`src/rtl/joy_db15_pkg.sv`:
```
// Shared DB15 joystick definitions: pad word width, button bit positions and word type.
// Used by both the serial transmitter and the matching reader.
package joy_db15_pkg;

    localparam int DB15_BITS = 16;

    // Pad word layout, bit 0 first: R L D U A B C D E F S LB
    localparam int JOY_BIT_R  = 0;
    localparam int JOY_BIT_L  = 1;
    localparam int JOY_BIT_D  = 2;
    localparam int JOY_BIT_U  = 3;
    localparam int JOY_BIT_A  = 4;
    localparam int JOY_BIT_B  = 5;
    localparam int JOY_BIT_C  = 6;
    localparam int JOY_BIT_DB = 7;
    localparam int JOY_BIT_E  = 8;
    localparam int JOY_BIT_F  = 9;
    localparam int JOY_BIT_S  = 10;
    localparam int JOY_BIT_LB = 11;

    typedef logic [DB15_BITS-1:0] db15_word_t;

endpackage

```
`src/rtl/joy_db15_edge_sync.sv`:
```
// Synchronizer, optional 3-sample stability filter and rise/fall detector for one reader line.
// The filter is built only when JOY_DB15_TX_DEGLITCH_EN is defined.
module joy_db15_edge_sync #(
    parameter int SYNC_STAGES = 2
) (
    input  logic clk,
    input  logic reset_n,
    input  logic din,
    output logic level,
    output logic rise,
    output logic fall
);

    logic [SYNC_STAGES-1:0] sync_q;
    logic                   synced;
    logic                   hist;

    // Lines idle high, so every flop resets to 1 to avoid a false edge after reset.
    always_ff @(posedge clk) begin
        if (!reset_n) begin
            sync_q <= '1;
        end else begin
            sync_q <= {sync_q[SYNC_STAGES-2:0], din};
        end
    end

    assign synced = sync_q[SYNC_STAGES-1];

`ifdef JOY_DB15_TX_DEGLITCH_EN
    logic [1:0] win;
    logic       filt;

    // The filtered level only moves once three consecutive samples agree.
    always_ff @(posedge clk) begin
        if (!reset_n) begin
            win  <= '1;
            filt <= 1'b1;
        end else begin
            win <= {win[0], synced};
            if ({win, synced} == 3'b111) begin
                filt <= 1'b1;
            end else if ({win, synced} == 3'b000) begin
                filt <= 1'b0;
            end
        end
    end

    assign level = filt;
`else
    assign level = synced;
`endif

    always_ff @(posedge clk) begin
        if (!reset_n) begin
            hist <= 1'b1;
        end else begin
            hist <= level;
        end
    end

    assign rise = level & ~hist;
    assign fall = ~level & hist;

endmodule

```
`src/rtl/joy_db15_tx.sv`:
```
// Device side of the DB15 serial joystick link: two pads shifted out active-low, MSB first.
// Optional input deglitching is enabled with JOY_DB15_TX_DEGLITCH_EN.
module joy_db15_tx
    import joy_db15_pkg::*;
#(
    parameter int BITS        = DB15_BITS,
    parameter int SYNC_STAGES = 2
) (
    input  logic                     clk,
    input  logic                     reset_n,
    input  logic [BITS-1:0]          joystick1,
    input  logic [BITS-1:0]          joystick2,
    input  logic                     joy_load,
    input  logic                     joy_clk,
    output logic                     joy_data,
    output logic                     frame_strobe,
    output logic [$clog2(2*BITS):0]  bit_count,
    output logic                     overrun
);

    localparam int              CHAIN = 2 * BITS;
    localparam int              CW    = $clog2(CHAIN) + 1;
    localparam logic [CW-1:0]   FULL  = CW'(CHAIN);

    logic             load_level;
    logic             load_rise;
    logic             load_fall;
    logic             clk_level;
    logic             clk_rise;
    logic             clk_fall;
    logic [CHAIN-1:0] sr;
    logic             unused_edges;

    joy_db15_edge_sync #(.SYNC_STAGES(SYNC_STAGES)) load_sync (
        .clk     (clk),
        .reset_n (reset_n),
        .din     (joy_load),
        .level   (load_level),
        .rise    (load_rise),
        .fall    (load_fall)
    );

    joy_db15_edge_sync #(.SYNC_STAGES(SYNC_STAGES)) clk_sync (
        .clk     (clk),
        .reset_n (reset_n),
        .din     (joy_clk),
        .level   (clk_level),
        .rise    (clk_rise),
        .fall    (clk_fall)
    );

    assign unused_edges = ^{load_rise, clk_level, clk_fall};

    // Load has priority over shift; the pads are re-sampled every cycle while load is low.
    always_ff @(posedge clk) begin
        if (!reset_n) begin
            sr           <= '1;
            bit_count    <= '0;
            overrun      <= 1'b0;
            frame_strobe <= 1'b0;
        end else begin
            frame_strobe <= load_fall;
            if (!load_level) begin
                sr        <= ~{joystick1, joystick2};
                bit_count <= '0;
            end else if (clk_rise) begin
                sr <= {sr[CHAIN-2:0], 1'b1};
                if (bit_count == FULL) begin
                    overrun <= 1'b1;
                end else begin
                    bit_count <= bit_count + CW'(1);
                end
            end
        end
    end

    assign joy_data = sr[CHAIN-1];

endmodule
```
`config.mk`:
```
export PLATFORM = sky130hd
export DESIGN_NAME = joy_db15_tx
export DESIGN_NICKNAME = d
export VERILOG_FILES = /design/src/rtl/joy_db15_pkg.sv /design/src/rtl/joy_db15_edge_sync.sv /design/src/rtl/joy_db15_tx.sv
export SDC_FILE = /design/constraint.sdc
export NUM_CORES = 1
export LEC_CHECK = 0
export BUFFER_PORTS_ARGS = -buffer_cell sky130_fd_sc_hd__buf_2
export CAP_MARGIN = 20
export CORE_MARGIN = 5
export CORE_UTILIZATION = 45
export DETAILED_ROUTE_END_ITERATION = 12
export PLACE_DENSITY = 0.68
export SYNTH_ARGS = -nofsm -noshare
export SYNTH_HDL_FRONTEND = slang
export SYNTH_HIERARCHICAL = 1
export SYNTH_SLANG_ARGS = --single-unit
export TNS_END_PERCENT = 50
```
`constraint.sdc`:
```
create_clock -name clk -period 2.3 [get_ports clk]
set_input_delay 0.46 -clock clk [delete_from_list [all_inputs] [get_ports clk]]
set_output_delay 0.46 -clock clk [all_outputs]
set_load 0.005 [all_outputs]
```
==> key figures <==
Placement
  • Weighted congestion reported at the end of routability-driven placement: 0.766
  • Post-place instance area: 2310 um2
  • Pre-CTS setup slack: 0.845 ns
  • HPWL after detailed placement: 2550 um
  • Total of buffers placed on input and output ports: 44

STA
  • Shortest period the worst path allows: 1.46 ns
  • Final-report hold violation count: 0
  • Worst clock skew on the final layout: 0.00460 ns
  • Post-Route Setup TNS: 0 ns
  • Unrepaired setup endpoints after global routing: no
  • Worst Max-Slew Pin Slew: 0.499 ns
  • Final setup violation count: 0
  • Max Transition Viols Final: 0
  • Portion of the clock cycle consumed by the worst path in the final layout: 63.5%
  • Worst slew margin relative to its limit: 66.7%
  • Maximum achievable frequency: 684 MHz
  • Crit path setup slack, layout: 0.838 ns

Critical path
  • Worst R2R End: sr[22]
  • Start of the worst register-to-register path: clk_sync/sync_q[1]
  • Flop-to-flop setup slack: 0.84 ns
  • CP cell instances: nor2b_4 -> buf_4 -> mux2i_1 -> mux2_2 -> nand2_1
  • Kind of launch point of the worst setup path: flop
  • Worst path bufs/invs: 1
  • Startpoint-to-endpoint class of the critical path: flop to flop
  • Largest stage delay on the critical path: 0.34 ns
  • Capturing element type of the critical path: flop
  • Slowest stage cell, crit path: sky130_fd_sc_hd__nor2b_4
  • Crit path arrival time: 1.63 ns
  • Worst endpoint required time: 2.46 ns
  • Dominant delay contributor by cell family on the critical path: simple AND/OR/NAND/NOR gates
  • Maximum net fanout on the critical path: 11
  • Number of cell instances on the worst register-to-register path: 5

Die
  • Ports placed on the boundary: 45
  • Starting utilization of the core area: 46.8%
  • Vert. Die Dim: 77.5 um
  • Width of the chip: 77.5 um
  • Area of the core region: 4380 um2
  • Placement Rows: 24
  • Die area: 6010 um2

Clock network
  • Quantity of hold-fixing buffers added after cts: 0
  • Cell at the root of the clock tree: sky130_fd_sc_hd__clkbuf_8
  • Clock slew at reported path FFs: 0.08 ns
  • Worst-skew pair later-pin latency: 0.29 ns
  • Number of cells upsized or downsized after cts: 0
  • Number of clock buffers inserted by TritonCTS: 5
  • Max clock buf depth: 2
  • H-tree depth: 2
  • CTS tree: yes
  • Clock sinks: 46
  • Buffers inserted by post-CTS timing repair: 0

Detailed routing
  • Number of vias per cell: 4.96
  • Vias after detailed routing: 1,434
  • Wirelength per Cell: 12.4 um
  • Number of detailed-route iterations in the first pass: 4
  • Total wirelength of the detailed-routed design: 3580 um
  • Initial detailed-routing violation count: 53
  • Post-route ant nets: 0
  • Residual DRC: 0

Cells and area
  • Number of nets in the final layout: 274
  • Diodes inserted: 0
  • Final std cell area, no fill: 2400 um2
  • Fill cells: 405
  • Share of final-layout standard cells stronger than drive strength 1: 38.4%
  • Relative area change from synthesis to final layout: 17.3%

Pwr
  • Total power consumption of the routed design: 1.46 mW
  • Leakage component of the power: 1.02 nW
  • Share of total power consumed by net switching: 21.9%
  • Total internal power: 1.14 mW
  • Cell Pwr Density: 609 nW/um2
  • Combinational Power Share: 9.3%
  • Share of power burned in the clock network: 33.7%
  • Switching power total: 321 uW
  • Peak supply drop: 0.303 mV
  • Sequential cell fraction of total power: 57.0%

Global route
  • Initial antenna violation count: 0
  • GRT Overall Usage: 12.5%
  • Maximum number of pins on one net before global-route repair: 40
  • Number of global-route vias before repair: 1,400
  • Global-route wire length before repair: 6130 um
  • Overflow left after global routing: 0

Synthesis
  • Post-Syn Instances: 192
  • Netlist Area Pre-Place: 2050 um2
  • Post-Synthesis Net Count: 230
  • Average size of a mapped cell: 10.7 um2
  • Number of warnings reported in the yosys synthesis log: 6

Run status
  • Result of the run: finished, final reports clean

Min path
  • Hold path startpoint: joy_load
  • Min-Delay Endpoint: load_sync/sync_q[0]
  • Hold/Removal Path Class: input port to flop
  • Hold Crit Depth: 2

Flow run
  • Max_cap viols: 0
[stage by stage]
step | hold slack, ns | utilization (%) | cells
3_3_place_gp | 0.389 | 52.8 | 281
5_1_grt | 0.342 | 54.9 | 289
4_1_cts | 0.341 | 54.9 | 289
6_report | 0.348 | 54.9 | 289
2_1_floorplan | 0.386 | - | 192
3_5_place_dp | 0.401 | 52.8 | 281
[per-layer routing]
metal  share of wire [%]  track usage (%)
met5                   0                0
met4                 1.7             6.70
met3                 5.9             3.47
met2                  45             19.8
met1                  47             15.3
[how the worst max path moves through the flow]
stage                                   from  slack (ns)            to  cells past startpoint
after floorplan                 bit_count[0]        1.01  bit_count[0]                      5
after global placement    clk_sync/sync_q[1]        0.88        sr[25]                      5
after detailed placement  clk_sync/sync_q[1]        0.85        sr[22]                      5
after CTS                 clk_sync/sync_q[1]        0.82        sr[22]                      5
after global routing      clk_sync/sync_q[1]        0.72        sr[23]                      5
final                     clk_sync/sync_q[1]        0.84        sr[22]                      5
[power by group through the flow]
stage	registers (mW)	clock network, mW	logic, mW
finish	0.834	0.494	0.136
global route	0.838	0.549	0.153
CTS	0.835	0.517	0.139
detailed placement	0.854	0	0.138
global placement	0.853	0	0.137
floorplan	0.850	0	0.0933
[final cells by class]
cell class	count	area (um2)	area share, %
Clock inverter	1	5.00	0.208
Timing Repair Buffer	49	270	11.2
Tap cell	52	65.1	2.71
Sequential cell	46	921	38.3
Clock buffer	7	86.3	3.59
Multi-Input combinational cell	132	1050	43.7
Inverter	2	7.51	0.312
[cells in the final DEF, fill, tap and decap left out]
cell,count
sky130_fd_sc_hd__dfxtp_1,46
sky130_fd_sc_hd__buf_2,44
sky130_fd_sc_hd__nand2_1,36
sky130_fd_sc_hd__mux2i_1,33
sky130_fd_sc_hd__mux2_2,32
sky130_fd_sc_hd__nand2b_1,6
sky130_fd_sc_hd__clkbuf_8,6
sky130_fd_sc_hd__nand3_1,4
sky130_fd_sc_hd__buf_4,4
sky130_fd_sc_hd__nor2_1,3
sky130_fd_sc_hd__inv_1,2
sky130_fd_sc_hd__xor2_1,2
sky130_fd_sc_hd__a21oi_1,2
sky130_fd_sc_hd__nor2b_1,2
sky130_fd_sc_hd__ha_1,2
sky130_fd_sc_hd__nand4_2,1
sky130_fd_sc_hd__nor4b_2,1
sky130_fd_sc_hd__a211o_1,1
sky130_fd_sc_hd__a21boi_1,1
sky130_fd_sc_hd__nand4_1,1
sky130_fd_sc_hd__and2_1,1
sky130_fd_sc_hd__o21ai_0,1
sky130_fd_sc_hd__or3_1,1
sky130_fd_sc_hd__a41oi_1,1
sky130_fd_sc_hd__nor2b_4,1
sky130_fd_sc_hd__clkinv_2,1
sky130_fd_sc_hd__clkbuf_1,1
sky130_fd_sc_hd__buf_12,1
[flip-flops by register name, indices dropped and copies added, names as in the netlist]
signal / flops
clk_sync/sync_q: 2
bit_count: 6
overrun: 1
load_sync/hist: 1
sr: 32
frame_strobe: 1
clk_sync/hist: 1
load_sync/sync_q: 2
No activity file was read; power rests on OpenSTA's default activity.
